===== config.mk =====
export PLATFORM = sky130hd
export DESIGN_NAME = mtip_frame_arb
export DESIGN_NICKNAME = d
export VERILOG_FILES = /design/src/rtl/mtip_arb_pkg.sv /design/src/rtl/mtip_ipg_timer.sv /design/src/rtl/mtip_frame_arb.sv
export SDC_FILE = /design/constraint.sdc
export NUM_CORES = 1
export LEC_CHECK = 0
export ABC_CLOCK_PERIOD_IN_PS = 3800
export BUFFER_PORTS_ARGS = -buffer_cell sky130_fd_sc_hd__buf_2
export CAP_MARGIN = 20
export CORE_MARGIN = 8
export CORE_UTILIZATION = 47
export CTS_BUF_LIST = sky130_fd_sc_hd__clkbuf_16
export DETAILED_ROUTE_END_ITERATION = 12
export PLACE_DENSITY_LB_ADDON = 0.12
export SLEW_MARGIN = 20
export SYNTH_ARGS = -nofsm -noshare
export SYNTH_HDL_FRONTEND = slang
export SYNTH_SLANG_ARGS = --single-unit
export TNS_END_PERCENT = 20

===== constraint.sdc =====
create_clock -name iCLK -period 3.8 [get_ports iCLK]
set_input_delay 0 -clock iCLK [delete_from_list [all_inputs] [get_ports iCLK]]
set_output_delay 0 -clock iCLK [all_outputs]
set_load 0.05 [all_outputs]

===== src/rtl/mtip_arb_pkg.sv =====
// Shared definitions for the MTIP RX channel arbiter: FSM encoding, head-word fields
// and the inter-packet-gap defaults.
package mtip_arb_pkg;

  typedef enum logic [2:0] {
    ST_IDLE = 3'h1,
    ST_XFER = 3'h2,
    ST_IPG  = 3'h4
  } state_t;

  localparam int WORD_W  = 36;
  localparam int DATA_W  = 32;
  localparam int SOP_BIT = 32;
  localparam int EOP_BIT = 33;
  localparam int ERR_BIT = 34;

  localparam logic [3:0] DEF_IPG_VAL = 4'h2;

  // Effective gap: a programmed 0 selects the default, and a default of 0 still gives 1.
  function automatic logic [3:0] eff_ipg(input logic [3:0] cnt, input logic [3:0] def_val);
    logic [3:0] n;
    n = (cnt != 4'h0) ? cnt : def_val;
    return (n == 4'h0) ? 4'h1 : n;
  endfunction

endpackage


===== src/rtl/mtip_ipg_timer.sv =====
// Load/decrement gap timer; oDONE flags the last cycle of the programmed gap.
module mtip_ipg_timer #(
  parameter int W = 4
) (
  input  logic         iCLK,
  input  logic         iRESET_n,
  input  logic         iLOAD,
  input  logic [W-1:0] iLOAD_VAL,
  input  logic         iDEC,
  output logic         oDONE
);

  logic [W-1:0] count;

  // NOTE: sequential state uses non-blocking assignments so every flop samples pre-edge values.
  always_ff @(posedge iCLK or negedge iRESET_n) begin
    if (!iRESET_n)                 count <= '0;
    else if (iLOAD)                count <= iLOAD_VAL;
    else if (iDEC && count != '0)  count <= count - W'(1);
  end

  // Treating 0 as done keeps the owner from ever stalling on an unloaded timer.
  assign oDONE = (count <= W'(1));

endmodule


===== src/rtl/mtip_frame_arb.sv =====
// Frame-atomic 2:1 round-robin arbiter merging two show-ahead MTIP RX channel FIFOs,
// with a programmable inter-packet gap, orphan flushing and missing-EOP abort.
module mtip_frame_arb
  import mtip_arb_pkg::*;
#(
  parameter logic [3:0] DEF_IPG = DEF_IPG_VAL,
  parameter int         CNT_W   = 16
) (
  input  logic              iCLK,
  input  logic              iRESET_n,
  input  logic [35:0]       iCH0_Q,
  input  logic              iCH0_EMPTY,
  output logic              oCH0_RDEN,
  input  logic [35:0]       iCH1_Q,
  input  logic              iCH1_EMPTY,
  output logic              oCH1_RDEN,
  input  logic [3:0]        iIPG_CNT,
  output logic [31:0]       oDATA,
  output logic              oSOP,
  output logic              oEOP,
  output logic              oERR,
  output logic              oDVAL,
  output logic              oGRANT,
  output logic              oBUSY,
  output logic [CNT_W-1:0]  oORPHAN_CNT,
  output logic [CNT_W-1:0]  oABORT_CNT
);

  state_t            state, stateNxt;
  logic              ptr;
  logic              grant, grantNxt, grantSet;
  logic              rden0, rden1;
  logic              cand0, cand1;
  logic [35:0]       selQ;
  logic              selEmpty;
  logic              fwdVld, fwdAbort;
  logic [ERR_BIT:0]  fwdWord;
  logic              ipgLoad, ipgDone;
  logic [1:0]        orphanInc;
  logic              abortInc;
  logic [CNT_W:0]    orphanSum, abortSum;
  logic              unused_bits;

  assign unused_bits = ^{iCH0_Q[35], iCH1_Q[35]};

  // NOTE: every always_comb output gets a default first, so no path can infer a latch.
  always_comb begin
    stateNxt  = state;
    grantNxt  = grant;
    grantSet  = 1'b0;
    rden0     = 1'b0;
    rden1     = 1'b0;
    fwdVld    = 1'b0;
    fwdAbort  = 1'b0;
    fwdWord   = '0;
    ipgLoad   = 1'b0;
    orphanInc = 2'd0;
    abortInc  = 1'b0;
    cand0     = ~iCH0_EMPTY & iCH0_Q[SOP_BIT];
    cand1     = ~iCH1_EMPTY & iCH1_Q[SOP_BIT];
    selQ      = grant ? iCH1_Q : iCH0_Q;
    selEmpty  = grant ? iCH1_EMPTY : iCH0_EMPTY;

    unique case (state)
      ST_IDLE: begin
        if (cand0 || cand1) begin
          grantNxt = (cand0 && cand1) ? ptr : cand1;
          grantSet = 1'b1;
          rden0    = ~grantNxt;
          rden1    = grantNxt;
          fwdVld   = 1'b1;
          fwdWord  = grantNxt ? iCH1_Q[ERR_BIT:0] : iCH0_Q[ERR_BIT:0];
          if (fwdWord[EOP_BIT]) begin
            ipgLoad  = 1'b1;
            stateNxt = ST_IPG;
          end else begin
            stateNxt = ST_XFER;
          end
        end else begin
          // Any non-empty head here lacks SOP: flush it.
          rden0     = ~iCH0_EMPTY;
          rden1     = ~iCH1_EMPTY;
          orphanInc = {1'b0, ~iCH0_EMPTY} + {1'b0, ~iCH1_EMPTY};
        end
      end
      ST_XFER: begin
        if (!selEmpty) begin
          if (selQ[SOP_BIT]) begin
            // Missing EOP: close the frame without consuming the new SOP.
            fwdVld   = 1'b1;
            fwdAbort = 1'b1;
            abortInc = 1'b1;
            ipgLoad  = 1'b1;
            stateNxt = ST_IPG;
          end else begin
            rden0   = ~grant;
            rden1   = grant;
            fwdVld  = 1'b1;
            fwdWord = selQ[ERR_BIT:0];
            if (selQ[EOP_BIT]) begin
              ipgLoad  = 1'b1;
              stateNxt = ST_IPG;
            end
          end
        end
      end
      ST_IPG: begin
        if (ipgDone) stateNxt = ST_IDLE;
      end
      default: stateNxt = ST_IDLE;
    endcase
  end

  assign oCH0_RDEN = rden0 & iRESET_n;
  assign oCH1_RDEN = rden1 & iRESET_n;
  assign oBUSY     = (state != ST_IDLE);
  assign oGRANT    = grant;

  assign orphanSum = {1'b0, oORPHAN_CNT} + {{(CNT_W-1){1'b0}}, orphanInc};
  assign abortSum  = {1'b0, oABORT_CNT} + {{CNT_W{1'b0}}, abortInc};

  mtip_ipg_timer #(.W(4)) u_ipg (
    .iCLK      (iCLK),
    .iRESET_n  (iRESET_n),
    .iLOAD     (ipgLoad),
    .iLOAD_VAL (eff_ipg(iIPG_CNT, DEF_IPG)),
    .iDEC      (state == ST_IPG),
    .oDONE     (ipgDone)
  );

  always_ff @(posedge iCLK or negedge iRESET_n) begin
    if (!iRESET_n) begin
      state       <= ST_IDLE;
      ptr         <= 1'b0;
      grant       <= 1'b0;
      oDVAL       <= 1'b0;
      oDATA       <= '0;
      oSOP        <= 1'b0;
      oEOP        <= 1'b0;
      oERR        <= 1'b0;
      oORPHAN_CNT <= '0;
      oABORT_CNT  <= '0;
    end else begin
      state <= stateNxt;
      grant <= grantNxt;
      if (grantSet) ptr <= ~grantNxt;
      oDVAL <= fwdVld;
      oDATA <= fwdAbort ? '0 : fwdWord[DATA_W-1:0];
      oSOP  <= fwdVld & ~fwdAbort & fwdWord[SOP_BIT];
      oEOP  <= fwdVld & (fwdAbort | fwdWord[EOP_BIT]);
      oERR  <= fwdVld & (fwdAbort | fwdWord[ERR_BIT]);
      oORPHAN_CNT <= orphanSum[CNT_W] ? '1 : orphanSum[CNT_W-1:0];
      oABORT_CNT  <= abortSum[CNT_W]  ? '1 : abortSum[CNT_W-1:0];
    end
  end

endmodule


### After elaboration in Yosys (flattened, before gate mapping)

Cells that the tools add are included.

* bits in registers: 77
* input port bits: 80
* word-level logic and storage cells: 95

* add/sub/neg operators: 4
* order comparisons: 1
* equal/unequal tests: 8
* muxes and demuxes: 47
* bitwise logic cells: 16
* reductions and logical operators: 8

Operators by type and width (number)
* 35-bit two-way mux: 5
* 35-bit one-hot mux with 2 select lines: 1
* 16-bit two-way mux: 2
* 32-bit two-way mux: 1
* 1-bit two-way mux: 21
* 3-bit two-way mux: 6
* 16-bit by 1-bit adder with 17-bit output: 1
* 16-bit by 2-bit adder with 17-bit output: 1
* 4-bit two-way mux: 4
* 3-bit one-hot mux with 3 select lines: 1
* 1-bit AND: 8
* 1-bit one-hot mux with 2 select lines: 4
* 4-bit nonzero test: 2
* 2-bit != test (second input constant): 3
* 1-bit inverter: 6
* 4-bit by 1-bit <= comparator with 1-bit output (second input constant): 1
* 4-bit zero test: 1
* 2-bit two-way mux: 2
* 4-bit AND reduction: 1
* 4-bit by 1-bit subtractor with 4-bit output (second input constant): 1
* 3-bit by 1-bit equality test with 1-bit output (second input constant): 1
* 3-bit by 2-bit equality test with 1-bit output (second input constant): 1
* 3-bit equality test (second input constant): 1
* 3-bit by 1-bit != test with 1-bit output (second input constant): 1
* other kinds (6): 8

### Logic depth before layout (Yosys ltp)

Gate-level depths: netlist of run 1.

* depth after elaboration: 9
* gate-level depth with buffers: 12
* mapped depth without buffers: 11

### Cells and area by module

Synthesis of run 1 repeated with hierarchy kept, for this count alone.

* cells, all modules: 337
* area total of the unflattened synthesis: 3658.5 µm²

By module, submodules not included
* mtip_frame_arb: instances 1, cells an instance 305, area an instance 3384.5 µm²
* mtip_ipg_timer: instances 1, cells an instance 32, area an instance 274.0 µm²

### Least setup slack after synthesis of run 1

No wires, ideal clock.

* path type: flip-flop to flip-flop
* from: register state[0]
* to: register oORPHAN_CNT[1]
* library setup time: 0.068 ns
* arrival time: 3.245 ns
* required time: 3.732 ns
* path slack: 0.487 ns
* stages on the path, launching flop included: 11
* buffers on the path: 2
* period minus slack after synthesis: 3.313 ns
* cells stage by stage: dfstp_2 > clkbuf_1 > nor3b_1 > inv_1 > nor3_1 > nand2_1 > fa_1 > nand4b_1 > or3_1 > clkbuf_1 > nand2_1

* word-level cells in the longest chain between the ends: 4

RTL lines
* from (decl): RTL line mtip_frame_arb.sv:29 `state_t state, stateNxt;`
* from (signal assigned): RTL line mtip_frame_arb.sv:144 `state <= stateNxt;`
* 3-bit by 1-bit equality test with 1-bit output: RTL line mtip_frame_arb.sv:64 `unique case (state)`
* 2-bit two-way mux: RTL line mtip_frame_arb.sv:64
* 16-bit by 2-bit adder with 17-bit output: RTL line mtip_frame_arb.sv:119 `assign orphanSum = {1'b0, oORPHAN_CNT} + {{(CNT_W-1){1'b0}}, orphanInc};`
* 16-bit two-way mux: RTL line mtip_frame_arb.sv:152 `oORPHAN_CNT <= orphanSum[CNT_W] ? '1 : orphanSum[CNT_W-1:0];`
* to (signal assigned): RTL line mtip_frame_arb.sv:152
* to (decl): RTL line mtip_frame_arb.sv:25 `output logic [CNT_W-1:0] oORPHAN_CNT,`

No other way between the ends.
A chain may end at the register's enable or synchronous reset.

### Final worst setup path of run 1

* from: register state[0]
* to: register oORPHAN_CNT[11]

The elaborated chain is that of the path after synthesis.

==> flow_summary.toml, run 1 <==
[synth]
ys_warn_count = 0
synthCells = 310
netlist_area_mm2 = 0.00351
synth_ff_type = "dfrtp_1"
syn-num-nets = 398
yosysTopAreaCell = "dfrtp_1"
synth_edf_count = 0
syn_avg_cell_area_um2 = 11.3
synth-seq-area-share = 0.550
ys_ff_latch = 77
ys_types = 46
synth_area_leaders = "dfrtp_1 (54%), a22o_1 (8.0%), nand2_1 (3.3%), xor2_1 (2.7%), ha_1 (2.5%)"
async_flop_share = 1.00
yosysMostFrequentCell = "dfrtp_1"
synth_common_cells = "dfrtp_1 (76), a22o_1 (32), nand2_1 (31), nor2_1 (17), nand3_1 (16)"
synth_top_area_share = 0.542

[place]
placed_area_mm2 = 0.00432
place_ws_ns = 0.472
finalWeightedCongestion = 0.852
port-buffer-count = 149
hpwlAfterDp_mm = 6.97

[worst_setup_path]
worstReg2RegEnd = "oORPHAN_CNT[11]"
cp_cell_sequence = "nor3b_1 > inv_1 > nor3_1 > nand2_1 > fa_1 > nand4b_1 > or3_1 > nand3_1 > o21a_1"
r2r_cells = 9
cp-end-kind = "flip-flop"
cp.arrival_ns = 3.59
path_class = "flip-flop to flip-flop"
path_max_fanout = 13
reg2reg_slack_ns = 0.48
cp.required_ns = 4.07
worst_path_max_delay_cell = "or3_1"
startpoint_type = "flip-flop"
critPathMaxStageDelay_ns = 0.63
r2r-start = "state[0]"

[clock_tree]
cts_max_path_buffers = 2
cts.sinks = 77
clk_latency_ns = 0.33
clk_pin_slew_ns = 0.06
cts_setup_buffers = 0
cts_tree = "done"
clock-root-buffer = "clkbuf_16"
cts_max_level = 3
cts_buffers = 9
cts_resized = 0

[worst_hold_path]
min_to = "state[1]"
hold_class = "input port to flip-flop"
holdPathStages = 4
min-delay-start = "iCH0_Q[33]"

[global_routing]
antenna_found_initial = 0
grt_pass1_wl_mm = 16.1
overflow = 0
grt_pass1_vias = 3341
grtUsageTotal = 0.201
grt_max_degree = 57

[die]
start_util = 0.483
die_x_um = 102
core_mm2 = 0.00725
io_pins = 152
die_height_um = 102
die-area_mm2 = 0.0105
core.rowCount = 31

[power_and_ir_drop]
power_frac_clock = 0.261
leakagePower_uw = 0.00298
ir_worst_vdd_mv = 0.344
p_switching_uw = 1370
intPower_uw = 2050
power_frac_seq = 0.332
combPwrFrac = 0.407
p_total_uw = 3420
switching_share = 0.400
power_density_mw_per_mm2 = 639

[timing]
hold_violations = 0
min_period_over_period = 0.874
period_needed_ns = 3.32
setup_ws_ns = 0.479
fmax_ghz = 0.301
drv_slew = 0
tns_ns = 0
tightest_slew_ns = 0.689
slew_headroom = 0.534
setup_viol = 0
fin_skew_ns = 0.00792
rsz0062_at_grt = "no"

[detailed_routing]
detail_route.wl_per_cell_um = 16.6
vias_per_cell = 5.09
wl_mm = 10.6
ant_nets = 0
route.detailed.drc = 0
first_iter_violations = 102
drt_first_pass_iters = 4
dr_total_vias = 3250

[finish]
multi_input_area_mm2 = 0.00144
fillerInstances = 515
area_delta_synth_final_pct = 52.7
ff_latch_area_mm2 = 0.00193
drive_gt1_frac = 0.331
design_area_mm2 = 0.00535
final_nets = 622

[run]
cap_violations = 0

[status]
status = "finished, final reports clean"
==> critical path, delay by kind of cell (launching register included) <==
family	cells	cell delay, ns
and+or+nand+nor	6	1.98
DFF	1	0.59
adders and majority gates	1	0.49
AOI/OAI and AO/OA	1	0.12
buffers and inverters	1	0.10
==> what timing repair did <==
item                                    CTS  global route
hold endpoints to repair                 58             0
endpoints found under the setup margin    0             0
hold buffers                             72             0
==> power groups by stage <==
stage,Combinational (µW),Sequential (µW),Clock [µW]
after floorplan,479,1600,0
after global placement,1230,1140,0
after detailed placement,1240,1150,0
after CTS,1390,1130,911
after global routing,1480,1160,942
final,1390,1140,892
==> metal layers <==
layer / global-route usage / share of wire / routed length (µm)
met5: 0 / 0 / 0
met4: 0.0903 / 0.022 / 229
met3: 0.0538 / 0.070 / 742
met2: 0.352 / 0.52 / 5450
met1: 0.222 / 0.39 / 4140
==> per-stage QoR <==
step	hold slack, ns	utilization	cells
final	0.0247	0.738	638
after global routing	0.0405	0.738	637
after CTS	0.0107	0.738	637
after detailed placement	-0.0841	0.595	550
after global placement	-0.0847	0.595	550
after floorplan	-0.296	-	310
==> flip-flops by register name, indices dropped and copies added, names as in the netlist <==
name	count
u_ipg.count	4
oGRANT	1
ptr	1
oSOP	1
oABORT_CNT	16
oDVAL	1
state	3
oDATA	32
oORPHAN_CNT	16
oEOP	1
oERR	1
==> area by class of cell <==
| type | instances | area share |
|---|---|---|
| timing repair buffer | 224 | 0.279 |
| clock inverter | 6 | 0.0161 |
| multi-input combinational | 207 | 0.269 |
| clock buffer | 9 | 0.0421 |
| inverter | 15 | 0.0105 |
| tap | 99 | 0.0231 |
| antenna | 1 | 0.000468 |
| sequential | 77 | 0.360 |
==> placed cells by master (no fill, tap or decap), types with 4 or more instances in the layout <==
cell,count
dlygate4sd3_1,72
ha_1,7
nor3_1,4
nand4_1,5
buf_4,4
clkbuf_16,9
inv_1,15
mux2_2,4
a22o_1,32
nand3_1,16
o21a_1,5
xor2_1,11
a21oi_1,8
nand2b_1,6
mux2i_1,4
nand2_1,31
and3_1,6
nor2b_1,5
xnor2_1,10
dfrtp_1,76
nor2_1,17
o21ai_0,5
buf_2,148
or3_1,5
==> worst max path at each step <==
| stage | slack [ns] | to | cells after the start | start |
|---|---|---|---|---|
| floorplan | 0.49 | oORPHAN_CNT[1] | 10 | state[0] |
| global placement | 0.54 | oORPHAN_CNT[11] | 9 | state[0] |
| detailed placement | 0.47 | oORPHAN_CNT[11] | 9 | state[0] |
| CTS | 0.46 | oORPHAN_CNT[11] | 9 | state[0] |
| global route | 0.23 | oORPHAN_CNT[11] | 9 | state[0] |
| finish | 0.48 | oORPHAN_CNT[11] | 9 | state[0] |
==> cell families (layout without fill, tap and decap cells) <==
kind of cell    Yosys count  count (layout)  share of synthesized area
compound gates           63              63                      0.145
mux                       9               9                     0.0285
other cells               0               1                          0
xor+xnor                 21              21                     0.0525
buf+inv                  26             254                     0.0396
flops                    77              77                      0.550
fa+ha+maj                 8               8                     0.0307
simple gates            106             106                      0.154
Power figures use the tool's default switching activity.
==> run 2: changes to the inputs <==
--- a/config.mk
+++ b/config.mk
@@ -5,7 +5,7 @@
 export SDC_FILE = /design/constraint.sdc
 export NUM_CORES = 1
 export LEC_CHECK = 0
-export ABC_CLOCK_PERIOD_IN_PS = 3800
+export ABC_CLOCK_PERIOD_IN_PS = 3400
 export BUFFER_PORTS_ARGS = -buffer_cell sky130_fd_sc_hd__buf_2
 export CAP_MARGIN = 20
 export CORE_MARGIN = 8
==> constraint.sdc (replaced) <==
create_clock -name iCLK -period 3.4 [get_ports iCLK]
set_input_delay 0 -clock iCLK [delete_from_list [all_inputs] [get_ports iCLK]]
set_output_delay 0 -clock iCLK [all_outputs]
set_load 0.05 [all_outputs]
==> run 2 against run 1 <==
Final area rose by 0.19%; largest power group unchanged; die area did not move; clock-buffer cell count did not move; critical path depth fell by 1; cell count rose by 0.63%; global-route usage rose by 0.91 points; fmax rose by 4.4%; sequential cell count did not move.
==> flow_summary.toml, run 2 (synthesis results as in run 1) <==
[status]
status = "finished, final reports clean"

[finish]
area_delta_synth_final_pct = 53.0
layout_common_cells = "buf_2 (148), dfrtp_1 (76), dlygate4sd3_1 (73), a22o_1 (32), nand2_1 (31)"
final_nets = 626
largest_reg_flops = 32
reg_top3 = "oDATA (32), oABORT_CNT (16), oORPHAN_CNT (16)"
layoutNonFillerInstCount = 642
top_register = "oDATA"
final_common_cell = "buf_2"
drive_gt1_frac = 0.334
final_util = 0.739

[power_and_ir_drop]
ir_worst_vdd_mv = 0.427
power_density_mw_per_mm2 = 706
p_total_uw = 3790
leakagePower_uw = 0.00298

[detailed_routing]
dr_total_vias = 3307
first_iter_violations = 121
ant_nets = 0
route.detailed.drc = 0
detail_route.wl_per_cell_um = 17.0
wl_mm = 10.9
drt_first_pass_iters = 4
vias_per_cell = 5.15

[global_routing]
antenna_found_initial = 0
overflow = 0
grt_pass1_vias = 3507
grtUsageTotal = 0.210
grt_max_degree = 60
grt_pass1_wl_mm = 16.9

[run]
cap_violations = 0

[timing]
min_period_over_period = 0.936
period_needed_ns = 3.18
setup_viol = 0
drv_slew = 0
rsz0062_at_grt = "no"
fin_skew_ns = 0.0110
slew_headroom = 0.516
hold_violations = 0
tightest_slew_ns = 0.715
fmax_ghz = 0.314
tns_ns = 0
setup_ws_ns = 0.219

[die]
die_x_um = 102
io_pins = 152
die-area_mm2 = 0.0105
core.rowCount = 31
core_mm2 = 0.00725
die_height_um = 102
start_util = 0.483

[clock_tree]
clk_latency_ns = 0.33
cts_tree = "done"
cts_buffers = 9
clk_pin_slew_ns = 0.06
clock-root-buffer = "clkbuf_16"
cts.sinks = 77
cts_max_level = 3
cts_max_path_buffers = 2

[worst_setup_path]
startpoint_type = "flip-flop"
cp.arrival_ns = 3.42
cp-end-kind = "flip-flop"
cp.required_ns = 3.64
path_class = "flip-flop to flip-flop"
path_max_fanout = 13

[place]
place_ws_ns = 0.317
hpwlAfterDp_mm = 6.97
port-buffer-count = 149
finalWeightedCongestion = 0.833
dp.cells = 553

[worst_hold_path]
hold_class = "input port to async pin"
-- run 2: worst max-delay path, stage by stage (launching register included) --
cell and delay [ns]:
dfrtp_1 0.54, mux2_4 0.34, or4b_4 0.54, nor2_1 0.29
ha_1 0.29, ha_1 0.19, nand3_1 0.14, or3_1 0.61
o21ai_0 0.17
-- run 2: what timing repair did --
item                                   in CTS  in global routing
endpoints found under the hold margin      56                  0
setup buffers                               0                  0
gates resized for setup                     0                  0
hold buffers                               73                  0
-- run 2: worst paths after layout --
path,from,to,slack [ns],cells after the start
max,oGRANT,oABORT_CNT[6],0.22,8
max in group asynchronous,iRESET_n,oSOP,2.27,3
max reg2reg,oGRANT,oABORT_CNT[6],0.22,8
min reg2reg,ptr,ptr,0.51,2
min in group iCLK,iCH1_Q[33],state[1],0.12,4
min,iRESET_n,oABORT_CNT[11],0.1,2
-- run 2: power by group --
part / switching (µW) / internal, µW / leakage, µW
logic: 1030 / 543 / 0.00182
registers: 158 / 1120 / 0.00102
clock network: 369 / 564 / 0.000138
-- run 2: cell type report --
cell class / count / area (µm²)
Antenna cell: 1 / 2.50
Clock buffer: 9 / 225
Clock inverter: 6 / 63.8
Fill cell: 525 / 1890
Inverter: 15 / 56.3
Multi-Input combinational cell: 207 / 1440
Sequential cell: 77 / 1930
Tap cell: 99 / 124
Timing Repair Buffer: 228 / 1520
-- run 2: routing by layer --
metal / global-route usage / share of wire / vias up
li1: - / - / 1562
met1: 0.225 / 0.38 / 1603
met2: 0.378 / 0.53 / 119
met3: 0.0538 / 0.066 / 23
met4: 0.0948 / 0.026 / 0
met5: 0 / 0 / -
-- run 2: through the flow --
stage          hold WS [ns]  cell area, µm²
2_1_floorplan        -0.296            3510
3_3_place_gp         -0.101            4340
3_5_place_dp        -0.0988            4340
4_1_cts              0.0938            5360
5_1_grt               0.113            5360
6_report             0.0985            5360
